--- src/rtl/id_token_arbiter.sv ---
// id_token_arbiter: shares one identifier recognizer between two character streams.
// Ownership is granted per token (round-robin) and each completed token is reported once.
module id_token_arbiter #(
  parameter int LEN_W = 4
) (
  input  logic             clk,
  input  logic             reset,
  input  logic             req0_valid,
  input  logic [7:0]       req0_char,
  output logic             req0_ready,
  input  logic             req1_valid,
  input  logic [7:0]       req1_char,
  output logic             req1_ready,
  output logic [1:0]       grant,
  output logic             tok_valid,
  output logic             tok_src,
  output logic [LEN_W-1:0] tok_len,
  output logic             tok_is_id,
  output logic             tok_end_digit,
  output logic             tok_ovf
);

  typedef enum logic [1:0] {IDLE = 2'd0, OWN0 = 2'd1, OWN1 = 2'd2} arb_state_t;
  typedef enum logic [1:0] {START = 2'd0, ID_L = 2'd1, ID_D = 2'd2, BAD = 2'd3} rec_state_t;

  localparam logic [LEN_W-1:0] LEN_MAX = '1;

  arb_state_t       state, state_next;
  rec_state_t       rec, rec_next;
  logic [LEN_W-1:0] len;
  logic             ovf;
  logic             last_served;
  logic             cur_src, cur_valid, cur_letter, cur_digit, cur_delim;
  logic             delim_fire;
  logic [7:0]       cur_char;

  // The owner's ready is tied high, so any valid character of the owner is consumed.
  assign cur_src    = (state == OWN1);
  assign cur_valid  = ((state == OWN0) && req0_valid) || ((state == OWN1) && req1_valid);
  assign cur_char   = cur_src ? req1_char : req0_char;
  assign cur_letter = (cur_char >= 8'h41) && (cur_char <= 8'h7A);
  assign cur_digit  = (cur_char >= 8'h30) && (cur_char <= 8'h39);
  assign cur_delim  = !(cur_letter || cur_digit);
  assign delim_fire = cur_valid && cur_delim;

  // NOTE: sequential state uses non-blocking assignments so every register samples
  // pre-edge values, independent of the order the always_ff blocks are evaluated in.
  always_ff @(posedge clk) begin
    if (reset) state <= IDLE;
    else       state <= state_next;
  end

  // NOTE: every always_comb output gets a default first so no path infers a latch.
  always_comb begin
    state_next = state;
    unique case (state)
      IDLE: begin
        // last_served=1 means stream 1 went last, so stream 0 wins a tie.
        if (req0_valid && (!req1_valid || last_served)) state_next = OWN0;
        else if (req1_valid)                             state_next = OWN1;
      end
      OWN0, OWN1: if (delim_fire) state_next = IDLE;
      default: state_next = IDLE;
    endcase
  end

  always_comb begin
    grant      = 2'b00;
    req0_ready = 1'b0;
    req1_ready = 1'b0;
    case (state)
      OWN0: begin grant = 2'b01; req0_ready = 1'b1; end
      OWN1: begin grant = 2'b10; req1_ready = 1'b1; end
      default: ;
    endcase
  end

  always_comb begin
    rec_next = rec;
    case (rec)
      START:      if (cur_letter) rec_next = ID_L; else if (cur_digit) rec_next = BAD;
      ID_L, ID_D: if (cur_letter) rec_next = ID_L; else if (cur_digit) rec_next = ID_D;
      default:    rec_next = BAD;
    endcase
  end

  always_ff @(posedge clk) begin
    if (reset) begin
      rec         <= START;
      len         <= '0;
      ovf         <= 1'b0;
      last_served <= 1'b1;
    end else if (cur_valid) begin
      if (cur_delim) begin
        rec         <= START;
        len         <= '0;
        ovf         <= 1'b0;
        last_served <= cur_src;
      end else begin
        rec <= rec_next;
        if (len == LEN_MAX) ovf <= 1'b1;
        else                len <= len + 1'b1;
      end
    end
  end

  // Report fields are held between reports; only tok_valid pulses.
  always_ff @(posedge clk) begin
    if (reset) begin
      tok_valid     <= 1'b0;
      tok_src       <= 1'b0;
      tok_len       <= '0;
      tok_is_id     <= 1'b0;
      tok_end_digit <= 1'b0;
      tok_ovf       <= 1'b0;
    end else begin
      tok_valid <= delim_fire && (len != '0);
      if (delim_fire && (len != '0)) begin
        tok_src       <= cur_src;
        tok_len       <= len;
        tok_is_id     <= (rec == ID_L) || (rec == ID_D);
        tok_end_digit <= (rec == ID_D);
        tok_ovf       <= ovf;
      end
    end
  end

endmodule

--- config.mk ---
export PLATFORM = sky130hd
export DESIGN_NAME = id_token_arbiter
export DESIGN_NICKNAME = d
export VERILOG_FILES = /design/src/rtl/id_token_arbiter.sv
export SDC_FILE = /design/constraint.sdc
export NUM_CORES = 1
export LEC_CHECK = 0
export CORE_MARGIN = 4
export CORE_UTILIZATION = 47
export CTS_BUF_LIST = sky130_fd_sc_hd__clkbuf_8 sky130_fd_sc_hd__clkbuf_16
export DETAILED_ROUTE_END_ITERATION = 10
export HOLD_SLACK_MARGIN = 0.08
export PLACE_DENSITY = 0.91
export SLEW_MARGIN = 20
export SYNTH_ARGS = -nofsm -noshare
export SYNTH_HDL_FRONTEND = slang
export SYNTH_SLANG_ARGS = --single-unit
export TNS_END_PERCENT = 30
--- constraint.sdc ---
create_clock -name clk -period 3 [get_ports clk]
set_clock_uncertainty 0.05 [all_clocks]
set_input_delay 0.45 -clock clk [delete_from_list [all_inputs] [get_ports clk]]
set_output_delay 0.45 -clock clk [all_outputs]
set_load 0.005 [all_outputs]
# Word-level counts from Yosys, hierarchy flattened
# Index checks and enable logic that the tools add are counted.
# Widths: inputs -> output; s select.
dict set report word_totals {
  input_bits 20
  register_bits 19
  output_inout_bits 13
  elab_cells 69
}
dict set report op_classes {
  addsub 1
  muxes 18
  bitwise_logic 1
  n_reduce_logical 23
  n_lt_le_gt_ge 4
  eq_ne 11
}
# cell n
set op_table {}
lappend op_table {{$mux 2} 8}
lappend op_table {{$pmux 2 s2} 3}
lappend op_table {{$ge 8x6->1 const B} 1}
lappend op_table {{$ge 8x7->1 const B} 1}
lappend op_table {{$le 8x6->1 const B} 1}
lappend op_table {{$le 8x7->1 const B} 1}
lappend op_table {{$mux 4} 2}
lappend op_table {{$mux 8} 1}
lappend op_table {{$ne 4x4->1 const B} 2}
lappend op_table {{$reduce_and 2->1} 4}
lappend op_table {{$logic_and 1x1->1} 7}
lappend op_table {{$add 4x1->4 const B} 1}
lappend op_table {{$eq 2x1->1 const B} 2}
lappend op_table {{$eq 2x2->1 const B} 2}
lappend op_table {{$eq 4x4->1 const B} 1}
lappend op_table {{$logic_not 2->1} 2}
lappend op_table {{$logic_or 1x1->1} 4}
lappend op_table {{$mux 1} 4}
lappend op_table {{$ne 2x2->1 const B} 2}
lappend op_table {{$reduce_bool 4->1} 1}
lappend op_table {{$reduce_or 2->1} 2}
lappend op_table {{$ne 3x3->1 const B} 1}
lappend op_table {{$reduce_and 3->1} 1}
lappend op_table {{$logic_not 1->1} 2}
lappend op_table {{2 further kinds} 2}

# Longest topological paths before layout
# Gate-level depths: netlist (run 1).
dict set report depth {
  word_depth 9
  mapped_depth 9
  depth_no_buf 8
}

# Worst setup path after synthesis (run 1)
# No wires, ideal clock.
dict set report synth_timing {
  path_type {register to register}
  from {register state[0]}
  to {register tok_end_digit}
  setup_slack_ns 0.820
  path_buffers 0
  setup_time_ns 0.072
  arrival_ns 2.058
  period_less_slack_ns 2.180
  required_time_ns 2.878
  path_stages_with_launch 9
  path_cell_list {dfxtp_1 inv_1 ha_1 or2b_1 o21ai_0 and4b_4 o21ai_4 a211oi_4 mux2i_1}
}
dict set report synth_via {
  elab_chain_cells 8
  word_cells_on_any_way 16
  cone_classes {order compare (4); eq/ne (2); mux (1); reduce/logical (9)}
}
# element line
set synth_rtl {}
lappend synth_rtl {{from (decl)} 28} ;# arb_state_t state, state_next;
lappend synth_rtl {{from (signal assigned)} 50} ;# else state <= state_next;
lappend synth_rtl {{$eq 2x2->1} {38, 39}}
lappend synth_rtl {{$mux 8} 40} ;# assign cur_char = cur_src ? req1_char : req0_char;
lappend synth_rtl {{$ge 8x7->1, or another cell as far along} 41} ;# assign cur_letter = (cur_char >= 8'h41) && (cur_char <= 8'h7A);
lappend synth_rtl {{$logic_and 1x1->1 (on tied branches)} {41, 42}}
lappend synth_rtl {{$logic_or 1x1->1} 43} ;# assign cur_delim = !(cur_letter || cur_digit);
lappend synth_rtl {{$logic_not 1->1} 43}
lappend synth_rtl {{$logic_and 1x1->1 *} 44} ;# assign delim_fire = cur_valid && cur_delim;
lappend synth_rtl {{$logic_and 1x1->1 *} 118} ;# if (delim_fire && (len != '0)) begin
lappend synth_rtl {{to (signal assigned)} 122} ;# tok_end_digit <= (rec == ID_D);
lappend synth_rtl {{to (decl)} 19} ;# output logic tok_end_digit,
# Mark *: on every way between the ends. The rest lies on a longest branch, timed or not.
# A chain may end at the register's enable or synchronous reset.

# Worst setup path in the final report (run 1)
dict set report layout_timing {
  from {register state[0]}
  to {register tok_src}
}
dict set report layout_via {
  elab_chain_cells 8
  word_cells_on_any_way 16
  cone_classes {order compare (4); eq/ne (2); mux (1); reduce/logical (9)}
}
# element line
set layout_rtl {}
lappend layout_rtl {{$eq 2x2->1} {38, 39}}
lappend layout_rtl {{$mux 8} 40}
lappend layout_rtl {{$ge 8x7->1, or another cell as far along} 41}
lappend layout_rtl {{$logic_and 1x1->1 (on tied branches)} {41, 42}}
lappend layout_rtl {{$logic_or 1x1->1} 43}
lappend layout_rtl {{$logic_not 1->1} 43}
lappend layout_rtl {{$logic_and 1x1->1} 44}
lappend layout_rtl {{$logic_and 1x1->1} 118}
lappend layout_rtl {{to (signal assigned)} 119} ;# tok_src <= cur_src;
lappend layout_rtl {{to (decl)} 16} ;# output logic tok_src,
# Several ways; a longest one is shown, not always the timed one.

==> out/metrics.yaml, run 1 <==
global_routing:
  grt_pass1_vias: 1111
  grt_max_degree: 19
  antenna_found_initial: 0
  overflow: 0
  grt_pass1_wl_um: 4857
  grt_usage: 0.1863
clock_network:
  cts_buffers: 3
  cts_tree: "built"
  hold_buffers: 0
  clkTransAtPathRegs_ns: 0.07
  clock-sinks: 19
  clock_latency_ns: 0.26
  postCtsSetupRepairBufs: 0
  cts_root_buf: "clkbuf_8"
  h-tree-depth: 1
  clk_path_buf_depth: 2
  cts_resized: 0
flow_run:
  maxCapViolCount: 0
place:
  dp_slack_ns: 0.2571
  dp.final_hpwl_um: 2255
  port_buffers: 32
  place_area_um2: 1475
  dp_cells: 190
  gp_congestion: 0.8997
timing:
  tightest_slew_ns: 0.6665
  finalCritPeriodShare: 0.8948
  whs_ns: 0.4270
  period_needed_ns: 2.685
  tns_ns: 0
  setup_viol: 0
  rsz0062_at_grt: "false"
  fin_ws_ns: 0.3155
  slew_viol_final: 0
  timing.final.hold_violations: 0
  max_slew_margin: 0.5557
  fmax_mhz: 372.5
finish:
  fin_cells: 194
  post-route-util: 0.6685
  drive_gt1_frac: 0.07831
  antennaDiodeCount: 0
  area_growth_pct: 31.60
  layout.nets: 195
  design_area_um2: 1521
power:
  total_power_mw: 0.8424
  p_leak_nw: 0.5426
  max-vdd-ir-drop_v: 0.0004955
  powerDensity_nw_per_um2: 553.7
drt:
  drt_iter0_drc: 20
  wl_per_cell_um: 15.14
  wl_um: 2937
  vias: 1085
  drc: 0
  dr.pass1.iters: 4
  drtAntennaViolNets: 0
  via_per_inst: 5.593
setup_path:
  worst_ep_required_time_ns: 3.13
  crit_arrival_ns: 2.81
  crit_path_max_fanout: 18
  critPathKind: "reg -> reg"
  crit_path_end_kind: "flop"
  critPathLaunchType: "flop"
synthesis:
  syn_nets: 163
  yosys_register_bits: 19
  synth.distinct_cells: 41
  avgSynthCellArea_um2: 8.564
  yosysWarnings: 0
  synthCells: 135
  syn_area_um2: 1156
  synth-seq-area-share: 0.3290
min_path:
  hold_path_class: "reg -> reg"
die:
  dieArea_um2: 3317
  die_h_um: 57.60
  core_um2: 2276
  die_width_um: 57.60
  rows: 17
  initial_core_util: 0.5080
  io-pin-count: 33
status:
  status: "finished clean"
[cell usage after synthesis (all sizes together)]
master | number | area, um2
o21ai | 5 | 36.29
o211ai | 2 | 20.02
a211oi | 3 | 35.03
clkbuf | 2 | 7.510
a22oi | 2 | 15.01
a22o | 1 | 8.760
or4 | 1 | 11.26
and2 | 2 | 12.51
clkinv | 1 | 3.750
a21boi | 1 | 7.510
a31oi | 3 | 18.77
a21oi | 5 | 25.02
nand2 | 20 | 75.07
a32oi | 1 | 8.760
nor3 | 4 | 20.02
or2b | 1 | 7.510
nor3b | 1 | 7.510
inv | 10 | 37.54
mux2i | 8 | 80.08
ha | 8 | 100.1
and4b | 2 | 23.77
dfxtp | 19 | 380.4
nor2 | 13 | 48.80
or3 | 3 | 28.78
buf | 3 | 26.27
a2111oi | 2 | 18.77
nand3 | 3 | 15.01
nand4 | 2 | 12.51
o22ai | 1 | 6.260
nor4b | 1 | 8.760
o32ai | 2 | 17.52
dlygate4sd3 | 1 | 10.01
nor4 | 1 | 12.51
and3b | 1 | 8.760
[logic make-up (layout without fill, tap and decap cells)]
logic type / after synthesis / after routing / synth area share
and+or+nand+nor: 55 / 55 / 0.2532
AOI/OAI and AO/OA: 28 / 28 / 0.1883
DFF: 19 / 19 / 0.3290
buffers and inverters: 17 / 48 / 0.07359
adders and majority gates: 8 / 8 / 0.08658
muxes: 8 / 8 / 0.06927
[cell type report]
cell class / instances / area [um2]
fill: 168 / 754.5
multi-input combinational: 99 / 690.7
sequential: 19 / 380.4
timing repair buffer: 33 / 327.8
clock buffer: 3 / 41.29
inverter: 11 / 41.29
tap: 28 / 35.03
clock inverter: 1 / 5.005
[report_power, final]
part           internal (mW)  leakage [nW]  switching (mW)
clock network         0.0925        0.0255          0.0875
logic                  0.165         0.363           0.203
registers              0.278         0.154          0.0163
[registers in the layout (all words and copies together) (netlist names)]
| register | flops |
|---|---|
| len | 4 |
| tok_len | 4 |
| rec | 2 |
| state | 2 |
| last_served | 1 |
| ovf | 1 |
| tok_end_digit | 1 |
| tok_is_id | 1 |
| tok_ovf | 1 |
| tok_src | 1 |
| tok_valid | 1 |
[metal layers]
layer | up-vias | track usage | wire [um]
met2 | 33 | 0.3290 | 1591
met5 | - | 0 | 0
met3 | 7 | 0.03846 | 128
li1 | 539 | - | -
met1 | 506 | 0.2094 | 1162
met4 | 0 | 0.09272 | 56
[worst paths after layout]
path / startpoint / endpoint / slack (ns) / cells past startpoint
worst max-delay path: state[0]$_SDFFE_PP0P_ / tok_src$_SDFFE_PP0P_ / 0.32 / 8
worst min-delay path: tok_len[1]$_SDFFE_PP0P_ / tok_len[1]$_SDFFE_PP0P_ / 0.43 / 2
worst max register to register: state[0]$_SDFFE_PP0P_ / tok_src$_SDFFE_PP0P_ / 0.32 / 8
worst min register to register: tok_len[1]$_SDFFE_PP0P_ / tok_len[1]$_SDFFE_PP0P_ / 0.43 / 2
[worst max-delay path, cell delays in order (launching register included)]
cell,delay (ns)
dfxtp_1,0.34
inv_1,0.09
ha_1,0.42
or2b_1,0.29
o21ai_0,0.24
and4b_4,0.32
o21ai_4,0.10
a211oi_4,0.46
mux2i_1,0.28
[cells in the final DEF (no fill, tap or decap), types with 2 or more instances in the layout]
| master | n |
|---|---|
| clkdlybuf4s50_1 | 32 |
| nand2_1 | 20 |
| dfxtp_1 | 19 |
| nor2_1 | 13 |
| inv_1 | 10 |
| mux2i_1 | 8 |
| ha_1 | 8 |
| a21oi_1 | 5 |
| o21ai_0 | 4 |
| nor3_1 | 4 |
| a31oi_1 | 3 |
| nand3_1 | 3 |
| clkbuf_8 | 3 |
| a22oi_1 | 2 |
| or3_4 | 2 |
| and2_1 | 2 |
| a211oi_1 | 2 |
| nand4_1 | 2 |
| o32ai_1 | 2 |
(Power assumes the default switching activity.)
==> run 2, diff against run 1 <==
--- a/config.mk
+++ b/config.mk
@@ -5,12 +5,14 @@
 export SDC_FILE = /design/constraint.sdc
 export NUM_CORES = 1
 export LEC_CHECK = 0
+export CAP_MARGIN = 0
 export CORE_MARGIN = 4
-export CORE_UTILIZATION = 47
+export CORE_UTILIZATION = 30
 export CTS_BUF_LIST = sky130_fd_sc_hd__clkbuf_8 sky130_fd_sc_hd__clkbuf_16
+export CTS_CLUSTER_SIZE = 28
 export DETAILED_ROUTE_END_ITERATION = 10
 export HOLD_SLACK_MARGIN = 0.08
-export PLACE_DENSITY = 0.91
+export PLACE_DENSITY = 0.67
 export SLEW_MARGIN = 20
 export SYNTH_ARGS = -nofsm -noshare
 export SYNTH_HDL_FRONTEND = slang
==> run 2 against run 1 <==
  * Via count is 0.65% higher
  * Total power is 1.7% lower
  * Clock power hardly changed
  * Wire length is 7.5% lower
  * Setup slack better by 0.031 ns
  * Utilization is 25 points lower
  * Count of clock-buffer cells in the layout stayed put
  * Worst hold slack worse by 0.013 ns
  * Highest routed layer unchanged
==> out/metrics.yaml, run 2 (synthesis gave the netlist of run 1 again) <==
drt:
  drt_iter0_drc: 58  # was 20
  drtAntennaViolNets: 0  # unchanged
  dr.pass1.iters: 4  # unchanged
  vias: 1092  # was 1085
  drc: 0  # unchanged
  wl_per_cell_um: 12.76  # was 15.14 um
  wl_um: 2718  # was 2937 um
  via_per_inst: 5.127  # was 5.593
die:
  die_h_um: 70.08  # was 57.60 um
  die_width_um: 70.08  # was 57.60 um
  rows: 22  # was 17
  io-pin-count: 33  # unchanged
  dieArea_um2: 4911  # was 3317 um2
  core_um2: 3689  # was 2276 um2
  initial_core_util: 0.3134  # was 0.5080
setup_path:
  cp.depth: 8  # unchanged
  r2r_cells: 8  # unchanged
  crit_path_max_fanout: 18  # unchanged
  cp_num_buf_inv: 1  # unchanged
  crit_slowest_cell: "ha_1"  # was a211oi_4
  startpoint: "state[0]$_SDFFE_PP0P_"  # unchanged
  rrSetupSlack_ns: 0.35  # was 0.32 ns
  cpPeakStageDelay_ns: 0.56  # was 0.46 ns
  cp-endpoint: "rec[0]$_SDFFE_PP0P_"  # was tok_src$_SDFFE_PP0P_
  r2r_start: "state[0]$_SDFFE_PP0P_"  # unchanged
  cp_cell_sequence: "inv_1 > ha_1 > and3b_1 > a31oi_1 > and4b_4 > o21ai_4 > nor2_1 > a2111oi_1"  # was inv_1 > ha_1 > or2b_1 > o21ai_0 > and4b_4 > o21ai_4 > a211oi_4 > mux2i_1
  crit_path_end_kind: "flop"  # unchanged
  worst_ep_required_time_ns: 3.09  # was 3.13 ns
  timing.rr.end: "rec[0]$_SDFFE_PP0P_"  # was tok_src$_SDFFE_PP0P_
  cpLargestDelayFamily: "compound AO/OA/AOI/OAI gates"  # unchanged
  critPathKind: "reg -> reg"  # unchanged
  critPathLaunchType: "flop"  # unchanged
  crit_arrival_ns: 2.74  # was 2.81 ns
clock_network:
  clock_latency_ns: 0.26  # about the same
  clock-sinks: 19  # unchanged
  postCtsSetupRepairBufs: 0  # unchanged
  hold_buffers: 0  # unchanged
  cts_root_buf: "clkbuf_8"  # unchanged
  clkTransAtPathRegs_ns: 0.07  # about the same
  h-tree-depth: 1  # unchanged
  cts_buffers: 3  # unchanged
  cts_tree: "built"  # unchanged
  cts_resized: 0  # unchanged
  clk_path_buf_depth: 2  # unchanged
timing:
  slew_viol_final: 0  # unchanged
  max_slew_margin: 0.5779  # was 0.5557
  tns_ns: 0  # unchanged
  finalCritPeriodShare: 0.8845  # was 0.8948
  rsz0062_at_grt: "false"  # unchanged
  fmax_mhz: 376.9  # was 372.5 MHz
  setup_viol: 0  # unchanged
  period_needed_ns: 2.653  # was 2.685 ns
  tightest_slew_ns: 0.6332  # was 0.6665 ns
  timing.final.hold_violations: 0  # unchanged
global_routing:
  grt_max_degree: 19  # unchanged
  grt_usage: 0.1132  # was 0.1863
  overflow: 0  # unchanged
  grt_pass1_vias: 1098  # was 1111
  antenna_found_initial: 0  # unchanged
  grt_pass1_wl_um: 4643  # was 4857 um
finish:
  drive_gt1_frac: 0.07273  # was 0.07831
  mostFrequentLayoutCell: "clkdlybuf4s50_1"  # unchanged
  fillCellCount: 390  # was 168
  area_growth_pct: 33.12  # was 31.60%
  top_regs: "len: 4 flops, tok_len: 4 flops"  # unchanged
  seqCellArea_um2: 380.4  # unchanged
  design_area_um2: 1539  # was 1521 um2
  multiInputGateArea_um2: 690.7  # unchanged
  final_cell_mix: "clkdlybuf4s50_1 (32), nand2_1 (20), dfxtp_1 (19), nor2_1 (13), inv_1 (10)"  # unchanged
  antennaDiodeCount: 0  # unchanged
  layout.nets: 194  # was 195
  post-route-util: 0.4172  # was 0.6685
power:
  max-vdd-ir-drop_v: 0.0002989  # was 0.0004955 V
  power.internal_mw: 0.5330  # was 0.5356 mW
  combinationalPowerShare: 0.431  # was 0.437
  power_frac_clock: 0.215  # was 0.214
  seq_power_share: 0.354  # was 0.349
  p_leak_nw: 0.5378  # was 0.5426 nW
  p_sw_frac: 0.3565  # was 0.3643
  power.switching_mw: 0.2953  # was 0.3069 mW
  total_power_mw: 0.8283  # was 0.8424 mW
  powerDensity_nw_per_um2: 538.2  # was 553.7 nW/um2
place:
  gp_congestion: 0.9350  # was 0.8997
  port_buffers: 32  # unchanged
  dp.final_hpwl_um: 2115  # was 2255 um
  place_area_um2: 1493  # was 1475 um2
status:
  status: "finished clean"  # unchanged
flow_run:
  maxCapViolCount: 0  # unchanged
min_path:
  hold_path_class: "reg -> reg"  # unchanged
==> run 2: cell count changes in the layout (fill, tap and decap cells not counted) <==
cell / change
buf_4: -1
==> run 2: worst min-delay path, cell delays in order (launching register included) <==
cell and delay (ns):
dfxtp_1 0.31, nand2_1 0.05, mux2i_1 0.05
==> run 2: power by group through the flow <==
stage	registers (mW)	logic, mW	clock network (mW)
6_report	0.293	0.357	0.178
3_5_place_dp	0.300	0.355	0
4_1_cts	0.294	0.357	0.184
3_3_place_gp	0.297	0.338	0
2_1_floorplan	0.296	0.254	0
5_1_grt	0.297	0.395	0.197
==> run 2: through the flow <==
step	std cells	worst slack [ns]	hold slack, ns
after floorplan	135	0.8199	0.3884
after global placement	209	0.3947	0.3929
after detailed placement	209	0.3167	0.4007
after CTS	213	0.3585	0.4179
after global routing	213	0.06821	0.4486
final	213	0.3465	0.4136
==> run 2: worst min-delay path by stage <==
stage                            startpoint                       to  slack [ns]  cells past startpoint
floorplan                  ovf$_SDFFE_PP0P_     tok_ovf$_SDFFE_PP0P_        0.39                      2
global placement     tok_is_id$_SDFFE_PP0P_   tok_is_id$_SDFFE_PP0P_        0.39                      2
detailed placement     tok_src$_SDFFE_PP0P_     tok_src$_SDFFE_PP0P_        0.40                      2
CTS                    tok_src$_SDFFE_PP0P_     tok_src$_SDFFE_PP0P_        0.42                      2
global route        tok_len[0]$_SDFFE_PP0P_  tok_len[0]$_SDFFE_PP0P_        0.45                      2
finish                 tok_ovf$_SDFFE_PP0P_     tok_ovf$_SDFFE_PP0P_        0.41                      2
==> run 2: layout make-up <==
cell class,count,area share
Inverter,11,0.02683
Clock buffer,3,0.02683
Timing Repair Buffer,32,0.2081
Tap cell,48,0.03902
Multi-Input combinational cell,99,0.4488
Sequential cell,19,0.2472
Clock inverter,1,0.003252
==> run 2: per-layer routing <==
| layer | share of wire | global-route usage |
|---|---|---|
| met1 | 0.42 | 0.1314 |
| met2 | 0.53 | 0.2046 |
| met3 | 0.050 | 0.03453 |
| met4 | 0.0029 | 0.02128 |
| met5 | 0 | 0 |
